**config.mk**
```make
export PLATFORM = sky130hd
export DESIGN_NAME = ysyx_22050612_wbu
export DESIGN_NICKNAME = d
export VERILOG_FILES = /design/src/rtl/ysyx_22050612_wbu_pkg.sv /design/src/rtl/ysyx_22050612_wbu_scoreboard.sv /design/src/rtl/ysyx_22050612_wbu.sv
export SDC_FILE = /design/constraint.sdc
export NUM_CORES = 1
export LEC_CHECK = 0
export BUFFER_PORTS_ARGS = -buffer_cell sky130_fd_sc_hd__buf_2
export CORE_MARGIN = 2
export CORE_UTILIZATION = 52
export CTS_CLUSTER_SIZE = 14
export DETAILED_ROUTE_END_ITERATION = 10
export HOLD_SLACK_MARGIN = 0.1
export PLACE_DENSITY = 0.83
export RECOVER_POWER = 100
export SKIP_LAST_GASP = 1
export SYNTH_ARGS = -nofsm -noshare
export SYNTH_HDL_FRONTEND = slang
export SYNTH_SLANG_ARGS = --single-unit
```
**constraint.sdc**
```tcl
create_clock -name clk -period 2 [get_ports clk]
set_input_delay 0.1 -clock clk [delete_from_list [all_inputs] [get_ports clk]]
set_output_delay 0.1 -clock clk [all_outputs]
set_load 0.1 [all_outputs]
```
**src/rtl/ysyx_22050612_wbu_pkg.sv**
```systemverilog
// Shared definitions for the writeback unit.
//   - source-select encoding used by the arbiter's last_grant state
//   - default register-index / data / counter widths
//   - index of the hard-wired zero register
package ysyx_22050612_wbu_pkg;

    localparam int WBU_ADDR_WIDTH = 5;
    localparam int WBU_DATA_WIDTH = 64;
    localparam int WBU_CNT_WIDTH  = 64;

    // x0 reads as zero: never written, never pending, never busy
    localparam int WBU_X0 = 0;

    typedef enum logic {
        SRC_EXU = 1'b0,
        SRC_LSU = 1'b1
    } wbu_src_e;

endpackage

```
**src/rtl/ysyx_22050612_wbu_scoreboard.sv**
```systemverilog
// Pending-load scoreboard for the writeback unit.
// Ports:
//   clk, rst_n          clock / async active-low reset
//   set_en, set_idx     a load to set_idx was issued this cycle
//   clr_en, clr_idx     a load result to clr_idx was accepted this cycle
//   rf_wen, rf_waddr    staged register-file write (still not readable)
//   rs1, rs2            hazard query indices
//   rs1_busy, rs2_busy  query index not yet readable from the register file
//   sb_err              sticky: load issued to a register already pending
module ysyx_22050612_wbu_scoreboard
    import ysyx_22050612_wbu_pkg::*;
#(
    parameter int ADDR_WIDTH = WBU_ADDR_WIDTH
) (
    input  logic                  clk,
    input  logic                  rst_n,
    input  logic                  set_en,
    input  logic [ADDR_WIDTH-1:0] set_idx,
    input  logic                  clr_en,
    input  logic [ADDR_WIDTH-1:0] clr_idx,
    input  logic                  rf_wen,
    input  logic [ADDR_WIDTH-1:0] rf_waddr,
    input  logic [ADDR_WIDTH-1:0] rs1,
    input  logic [ADDR_WIDTH-1:0] rs2,
    output logic                  rs1_busy,
    output logic                  rs2_busy,
    output logic                  sb_err
);

    localparam int NREG = 1 << ADDR_WIDTH;
    localparam logic [ADDR_WIDTH-1:0] X0 = ADDR_WIDTH'(WBU_X0);

    logic [NREG-1:0] pending;
    logic [NREG-1:0] set_mask;
    logic [NREG-1:0] clr_mask;
    logic            set_v;
    logic            dup;

    assign set_v = set_en && (set_idx != X0);

    always_comb begin
        set_mask = '0;
        clr_mask = '0;
        if (set_v)  set_mask[set_idx] = 1'b1;
        if (clr_en) clr_mask[clr_idx] = 1'b1;
    end

    // A register being cleared this cycle may be re-issued without error.
    assign dup = set_v && pending[set_idx] && !clr_mask[set_idx];

    always_ff @(posedge clk or negedge rst_n) begin
        if (!rst_n) begin
            pending <= '0;
            sb_err  <= 1'b0;
        end else begin
            // set applied after clear so a same-cycle set wins
            pending <= (pending & ~clr_mask) | set_mask;
            if (dup) sb_err <= 1'b1;
        end
    end

    // The staged write lands in the register file one edge later, so a
    // register sitting in the output stage is still unreadable.
    assign rs1_busy = (rs1 != X0) && (pending[rs1] || (rf_wen && rf_waddr == rs1));
    assign rs2_busy = (rs2 != X0) && (pending[rs2] || (rf_wen && rf_waddr == rs2));

endmodule

```
**src/rtl/ysyx_22050612_wbu.sv**
```systemverilog
// Writeback unit: round-robin arbitration between the execute path and the
// load/store unit, a single output register feeding the register-file write
// port (never stalls), x0 write suppression, retire counter and a
// pending-load scoreboard for RAW hazard queries.
// Ports:
//   clk, rst_n                          clock / async active-low reset
//   exu_valid/ready/wen/rd/data         execute result handshake
//   lsu_valid/ready/rd/data             load result handshake
//   iss_set, iss_rd                     load issue (marks rd pending)
//   rs1, rs2 -> rs1_busy, rs2_busy      hazard queries
//   rf_wen, rf_waddr, rf_wdata          register-file write port
//   retire_cnt                          accepted writebacks (wraps)
//   sb_err                              sticky duplicate-pending error
module ysyx_22050612_wbu
    import ysyx_22050612_wbu_pkg::*;
#(
    parameter int ADDR_WIDTH = WBU_ADDR_WIDTH,
    parameter int DATA_WIDTH = WBU_DATA_WIDTH,
    parameter int CNT_WIDTH  = WBU_CNT_WIDTH
) (
    input  logic                  clk,
    input  logic                  rst_n,
    input  logic                  exu_valid,
    output logic                  exu_ready,
    input  logic                  exu_wen,
    input  logic [ADDR_WIDTH-1:0] exu_rd,
    input  logic [DATA_WIDTH-1:0] exu_data,
    input  logic                  lsu_valid,
    output logic                  lsu_ready,
    input  logic [ADDR_WIDTH-1:0] lsu_rd,
    input  logic [DATA_WIDTH-1:0] lsu_data,
    input  logic                  iss_set,
    input  logic [ADDR_WIDTH-1:0] iss_rd,
    input  logic [ADDR_WIDTH-1:0] rs1,
    input  logic [ADDR_WIDTH-1:0] rs2,
    output logic                  rs1_busy,
    output logic                  rs2_busy,
    output logic                  rf_wen,
    output logic [ADDR_WIDTH-1:0] rf_waddr,
    output logic [DATA_WIDTH-1:0] rf_wdata,
    output logic [CNT_WIDTH-1:0]  retire_cnt,
    output logic                  sb_err
);

    localparam logic [ADDR_WIDTH-1:0] X0 = ADDR_WIDTH'(WBU_X0);

    wbu_src_e              last_grant;
    logic                  grant_exu;
    logic                  grant_lsu;
    logic                  acc;
    wbu_src_e              win_src;
    logic                  win_wen;
    logic [ADDR_WIDTH-1:0] win_rd;
    logic [DATA_WIDTH-1:0] win_data;

    // Round-robin: on contention the source that did not win last time goes.
    assign grant_exu = exu_valid && (!lsu_valid || last_grant == SRC_LSU);
    assign grant_lsu = lsu_valid && (!exu_valid || last_grant == SRC_EXU);

    // When idle, ready still reflects who would win so it never depends on
    // the requester's own valid.
    assign exu_ready = exu_valid ? grant_exu : (!lsu_valid || last_grant == SRC_LSU);
    assign lsu_ready = lsu_valid ? grant_lsu : (!exu_valid || last_grant == SRC_EXU);

    assign acc = grant_exu || grant_lsu;

    always_comb begin
        win_src  = SRC_EXU;
        win_wen  = exu_wen;
        win_rd   = exu_rd;
        win_data = exu_data;
        if (grant_lsu) begin
            win_src  = SRC_LSU;
            win_wen  = 1'b1;
            win_rd   = lsu_rd;
            win_data = lsu_data;
        end
    end

    always_ff @(posedge clk or negedge rst_n) begin
        if (!rst_n) begin
            rf_wen     <= 1'b0;
            rf_waddr   <= '0;
            rf_wdata   <= '0;
            retire_cnt <= '0;
            last_grant <= SRC_EXU;
        end else begin
            rf_wen <= 1'b0;
            if (acc) begin
                rf_wen     <= win_wen && (win_rd != X0);
                rf_waddr   <= win_rd;
                rf_wdata   <= win_data;
                retire_cnt <= retire_cnt + CNT_WIDTH'(1);
                last_grant <= win_src;
            end
        end
    end

    ysyx_22050612_wbu_scoreboard #(
        .ADDR_WIDTH(ADDR_WIDTH)
    ) u_sb (
        .clk      (clk),
        .rst_n    (rst_n),
        .set_en   (iss_set),
        .set_idx  (iss_rd),
        .clr_en   (grant_lsu),
        .clr_idx  (lsu_rd),
        .rf_wen   (rf_wen),
        .rf_waddr (rf_waddr),
        .rs1      (rs1),
        .rs2      (rs2),
        .rs1_busy (rs1_busy),
        .rs2_busy (rs2_busy),
        .sb_err   (sb_err)
    );

endmodule

```
==> results.sh, run 1 <==
export IMPL_end_kind="output pin"
export IMPL_vdd_ir_drop_max_uv=692
export IMPL_place_ws_ps=-110
export IMPL_n_fill_cell=963
export IMPL_ios=298
export IMPL_async_flop_share=1.00
export IMPL_dieArea_sq_um=18700
export IMPL_slew_headroom=-0.112
export IMPL_fp_dieW_um=137
export IMPL_ys_seq_elements=168
export IMPL_required_ps=1900
export IMPL_start_kind="flop"
export IMPL_h_tree_depth=4
export IMPL_yosysTopAreaCell="dfrtp_1"
export IMPL_hold_viol=0
export IMPL_fmax_mhz=420
export IMPL_reg2reg_from="last_grant$_DFFE_PN0P_"
export IMPL_port_buffers=297
export IMPL_cts_sinks=168
export IMPL_grt_max_degree=70
export IMPL_viasPerCell=6.33
export IMPL_cts_root_buf="clkbuf_16"
export IMPL_crit_start="u_sb.pending[15]$_DFF_PN0_"
export IMPL_final_core_util=0.807
export IMPL_initial_core_util=0.530
export IMPL_synth_area_sq_um=9140
export IMPL_rsz0062_at_grt="yes"
export IMPL_synth_ff_type="dfrtp_1"
export IMPL_grt_overflow_total=0
export IMPL_dr_pass1_iters=5
export IMPL_total_leakage_power_nw=6.22
export IMPL_vias=10772
export IMPL_clockBufferDepth=2
export IMPL_synth_cell_types=48
export IMPL_drt_total_wl_mm=39.3
export IMPL_clock_latency_ps=430
export IMPL_rows=48
export IMPL_layout_setup_ws_ps=-380
export IMPL_numCtsBuffers=17
export IMPL_drc=0
export IMPL_coreArea_sq_um=17200
export IMPL_drv_slew=60
export IMPL_cap_violations=1
export IMPL_arrival_ps=2280
export IMPL_place_hpwl_mm=20.5
export IMPL_drive_above_1_share=0.341
export IMPL_syn2layout_area_growth_pct=52.2
export IMPL_instances_no_fill=1703
export IMPL_period_share=1.19
export IMPL_setup_violations=55
export IMPL_fin_skew_ps=11.3
export IMPL_synth_area_leaders="dfrtp_1, a21oi_1, o21ai_0, nand2b_1, nand2_1"
export IMPL_violations="max-capacitance violations, max-slew violations, negative setup slack"
export IMPL_status="complete, but fails checks"
export IMPL_synth_nets=1126
export IMPL_antenna_found_initial=0
export IMPL_yosys_warnings=0
export IMPL_worst_pin_slew_ps=1670
export IMPL_crit_fanout=2
export IMPL_period_needed_ps=2380
export IMPL_synth_cells=966
export IMPL_synth_enable_flop_cells=0
export IMPL_postRouteAntennaNets=0
export IMPL_cts_tree="done"
export IMPL_post_place_cells=1470
export IMPL_synth_top_area_frac=0.460
export IMPL_initialDrtViolationCount=1104
export IMPL_min_delay_start="lsu_data[35]"
export IMPL_ys_seq_area_frac=0.460
export IMPL_routedWlPerCell_um=23.1
export IMPL_grt_pass1_vias=10868
export IMPL_die_h_um=137
export IMPL_finish_net_count=1624
export IMPL_hold_class="input pin to flop"
export IMPL_crit_type="flop to output pin"
export IMPL_gp_congestion=0.960
export IMPL_syn_avg_cell_area_sq_um=9.46
export IMPL_grt_pass1_wl_mm=58.6
export IMPL_clkTransAtPathRegs_ps=70
export IMPL_powerDensity_nw_per_um2=892
export IMPL_grt_total_usage=0.409
-- worst max-delay path: stages, from the launching register on --
cell and delay [ps]:
dfrtp_1 400, mux4_2 470, mux4_2 530, nor3_4 220
nor3_4 60, buf_12 170
-- area by class of cell --
| cell class | count | area [sq um] | area share |
|---|---|---|---|
| multi-input cells | 726 | 4770 | 0.343 |
| flip-flops and latches | 168 | 4380 | 0.315 |
| repair buffers | 542 | 3850 | 0.277 |
| clock buffers | 22 | 474 | 0.0341 |
| well taps | 225 | 282 | 0.0202 |
| clock inverters | 10 | 111 | 0.00801 |
| inverters | 9 | 33.8 | 0.00243 |
| diodes | 1 | 2.50 | 0.000180 |
-- timing repair --
action                                  in CTS  in global routing
cloned                                       0                  3
setup buffers                                6                  6
pin swaps                                    4                  5
gates resized for setup                     11                 45
endpoints found under the hold margin      122                  1
endpoints found under the setup margin      11                 87
hold buffers                               198                  1
-- per-layer routing --
metal,wire length (um),share of wire,track usage,vias up
met5,0,0,0.00833,-
met4,2800,0.071,0.242,0
met3,4520,0.12,0.112,259
met2,18000,0.46,0.638,962
met1,13900,0.35,0.508,5127
li1,-,-,-,4424
-- registers in the layout (all words and copies together), names as in the netlist --
| register | flops |
|---|---|
| rf_wdata | 64 |
| u_sb.sb_err | 1 |
| retire_cnt | 64 |
| last_grant | 1 |
| rf_waddr | 5 |
| u_sb.pending | 32 |
| rf_wen | 1 |
-- cell usage after synthesis (3+ instances only) --
| library cell | number |
|---|---|
| nor4_1 | 13 |
| mux2i_1 | 21 |
| nand2_1 | 96 |
| inv_1 | 9 |
| buf_2 | 8 |
| nand3b_1 | 12 |
| or3b_2 | 5 |
| a21oi_1 | 135 |
| buf_1 | 4 |
| o22ai_1 | 12 |
| nand3_1 | 21 |
| and3_1 | 15 |
| nand4_1 | 13 |
| xor2_1 | 37 |
| nor2_1 | 26 |
| mux4_2 | 12 |
| nand2b_1 | 64 |
| and2_1 | 6 |
| dfrtp_1 | 168 |
| mux2_2 | 5 |
| nor3_1 | 7 |
| nor4_2 | 5 |
| mux4_1 | 3 |
| nor3_2 | 6 |
| clkbuf_1 | 47 |
| or3_1 | 7 |
| and4_1 | 13 |
| o21ai_0 | 130 |
| xnor2_1 | 40 |
-- per-stage QoR --
| stage | instance area [sq um] | hold slack, ps | setup TNS (ps) | power, mW |
|---|---|---|---|---|
| 2_1_floorplan | 9360 | -196 | -223 | 7.24 |
| 3_3_place_gp | 11300 | 130 | -20.1 | 8.26 |
| 3_5_place_dp | 11300 | 140 | -638 | 8.35 |
| 4_1_cts | 13900 | 121 | -757 | 12.1 |
| 5_1_grt | 13900 | 115 | -20660 | 12.7 |
| 6_report | 13900 | 43.3 | -13420 | 12.4 |
-- cell usage in the layout (no fill, tap or decap), drive strengths merged, types with 18 or more instances in the layout --
cell type      n
nand2         96
clkbuf       177
nand2b        64
dlygate4sd3  185
xor2          37
dfrtp        168
a21oi        135
mux2i         21
nor4          18
buf          202
xnor2         41
nand3         23
o21ai        130
nor2          26
-- power breakdown --
part / internal, mW / switching [mW]
clock: 1.85 / 1.47
sequential: 3.86 / 0.433
combinational: 1.38 / 3.42
-- worst paths after layout --
check | cells past startpoint | slack (ps) | endpoint
min in group asynchronous | 2 | 670 | rf_wdata[2]$_DFFE_PN0P_
hold / removal | 3 | 40 | rf_wdata[35]$_DFFE_PN0P_
hold reg to reg | 1 | 480 | retire_cnt[24]$_DFFE_PN0P_
setup / recovery | 5 | -380 | rs2_busy
max in group asynchronous | 2 | 120 | rf_waddr[0]$_DFFE_PN0P_
setup reg to reg | 8 | -370 | rf_wdata[24]$_DFFE_PN0P_
-- cells by family after synthesis --
family          share of synthesized area
simple gates                        0.199
compound gates                      0.164
buf+inv                            0.0331
fa+ha+maj                         0.00137
xor+xnor                           0.0756
mux                                0.0674
flops                               0.460
Note: power is estimated with default switching activity, not from simulation.
==> inputs of run 2 (changes only) <==
Settings changed: MAX_ROUTING_LAYER set to met4.
Clock period 2 ns to 2.5 ns, I/O delays scaled along.
==> run 2 against run 1 <==
The run now ends clean. Via count shrank 5.9%. Wire length shrank 11%. First-iteration DRC count grew 12%. Critical path type is now flop to flop. Critical endpoint is now rf_wdata[53]$_DFFE_PN0P_. Highest routed layer unchanged.
==> results.sh, run 2 (synthesis results as in run 1) <==
export IMPL_port_buffers=297
export IMPL_postRouteAntennaNets=0
export IMPL_vias=10132
export IMPL_fin_area_sq_um=12900
export IMPL_crit_fanout=19
export IMPL_cts_sinks=168
export IMPL_total_leakage_power_nw=5.63
export IMPL_clockBufferDepth=2
export IMPL_period_needed_ps=2460
export IMPL_grt_max_degree=122
export IMPL_cp_cell_sequence="inv_1, nand2_1, and2_2, buf_4, a21oi_1, o21ai_0, dlygate4sd3_1"
export IMPL_viasPerCell=6.17
export IMPL_syn2layout_area_growth_pct=40.6
export IMPL_cts_tree="done"
export IMPL_fin_skew_ps=12.7
export IMPL_drive_above_1_share=0.167
export IMPL_period_share=0.982
export IMPL_status="complete, no violations"
export IMPL_drv_slew=0
export IMPL_crit_type="flop to flop"
export IMPL_drc=0
export IMPL_coreArea_sq_um=17200
export IMPL_final_common_cell="dlygate4sd3_1"
export IMPL_dr_wl_met3_mm=4.10
export IMPL_setup_violations=0
export IMPL_gp_congestion=0.916
export IMPL_die_h_um=137
export IMPL_top_layer="met4"
export IMPL_arrival_ps=2750
export IMPL_slew_headroom=0.0191
export IMPL_slowest_delay_ps=620
export IMPL_dieArea_sq_um=18700
export IMPL_rsz0062_at_grt="yes"
export IMPL_initial_core_util=0.530
export IMPL_top_regs="retire_cnt (64), rf_wdata (64), u_sb.pending (32)"
export IMPL_grt_overflow_total=0
export IMPL_wl_met1_mm=12.4
export IMPL_required_ps=2790
export IMPL_wl_met2_mm=16.0
export IMPL_numCtsBuffers=17
export IMPL_end_kind="flop"
export IMPL_instances_no_fill=1643
export IMPL_antenna_found_initial=2
export IMPL_grt_total_usage=0.397
export IMPL_clkTransAtPathRegs_ps=70
export IMPL_powerDensity_nw_per_um2=748
export IMPL_cts_root_buf="clkbuf_16"
export IMPL_grt_pass1_vias=10335
export IMPL_routedWlPerCell_um=21.3
export IMPL_clock_latency_ps=420
export IMPL_cap_violations=0
export IMPL_fp_dieW_um=137
export IMPL_initialDrtViolationCount=1233
export IMPL_place_hpwl_mm=20.0
export IMPL_fmax_mhz=407
export IMPL_postCtsSetupBuffers=0
export IMPL_cp_slowest_cell="dlygate4sd3_1"
export IMPL_dr_pass1_iters=6
export IMPL_finish_net_count=1561
export IMPL_grt_pass1_wl_mm=55.2
export IMPL_hold_class="input pin to flop"
export IMPL_hold_viol=0
export IMPL_post_place_cells=1437
export IMPL_worst_pin_slew_ps=1480
export IMPL_final_cell_mix="dlygate4sd3_1, dfrtp_1, buf_2, clkbuf_1, a21oi_1"
export IMPL_ios=298
export IMPL_place_area_sq_um=10800
export IMPL_start_kind="flop"
export IMPL_vdd_ir_drop_max_uv=567
export IMPL_rows=48
export IMPL_drt_total_wl_mm=34.9
export IMPL_h_tree_depth=4
[run 2: cell count changes in the layout (fill, tap and decap cells not counted), moves of 17 or more]
cell / delta
a21oi_2: -17
buf_4: -30
dfrtp_1: +60
a21oi_1: +19
dfrtp_2: -20
clkbuf_2: -133
dfrtp_4: -40
clkbuf_1: +123
[run 2: power by group]
part	switching [mW]	internal, mW
clock	1.19	1.53
combinational	2.57	0.916
sequential	0.355	3.05
total	4.12	5.50
[run 2: repair_timing]
action | CTS | global route
endpoints found under the hold margin | 239 | 0
pin swaps | 0 | 0
gates resized for setup | 1 | 7
endpoints found under the setup margin | 1 | 6
hold buffers | 170 | 0
[run 2: routing by layer]
metal  global-route usage  vias to the layer above
met4                0.238                        0
met2                0.575                      802
met3                0.174                      247
met5                    -                        -
met1                0.454                     4774
li1                     -                     4309
[run 2: critical path, delay by kind of cell (launching register included)]
| kind | cells | cell delay [ps] |
|---|---|---|
| buf+inv | 3 | 950 |
| flops | 1 | 510 |
| simple gates | 2 | 470 |
| compound gates | 2 | 380 |
[run 2: stage by stage]
| stage | utilization | worst slack, ps | power (mW) | TNS, ps | hold WS, ps |
|---|---|---|---|---|---|
| after detailed placement | 0.627 | 257 | 6.53 | 0 | 85.0 |
| after global routing | 0.746 | -7.31 | 9.95 | -13.5 | 145 |
| after global placement | 0.627 | 271 | 6.45 | 0 | 83.7 |
| after floorplan | - | -79.3 | 5.75 | -79.3 | -171 |
| after CTS | 0.761 | 10.1 | 9.53 | 0 | 105 |
| final | 0.746 | 44.5 | 9.62 | 0 | 136 |
[run 2: layout make-up]
cell class | instances | area (sq um)
diodes | 4 | 10.0
clock buffers | 18 | 439
clock inverters | 14 | 161
fillers | 1164 | 4380
inverters | 9 | 33.8
multi-input cells | 726 | 4590
flip-flops and latches | 168 | 4210
well taps | 225 | 282
repair buffers | 479 | 3140
[run 2: path summary, 6_finish.rpt]
kind                                          from                         end  slack (ps)  cells after the start
hold reg to reg            u_sb.sb_err$_DFFE_PN0P_     u_sb.sb_err$_DFFE_PN0P_         470                      1
setup reg to reg            last_grant$_DFFE_PN0P_    rf_wdata[53]$_DFFE_PN0P_          40                      7
min in group asynchronous                    rst_n  retire_cnt[16]$_DFFE_PN0P_         450                      2
hold / removal                           lsu_valid    rf_wdata[32]$_DFFE_PN0P_         140                      3
max in group asynchronous                    rst_n      last_grant$_DFFE_PN0P_         400                      3
setup / recovery            last_grant$_DFFE_PN0P_    rf_wdata[53]$_DFFE_PN0P_          40                      7
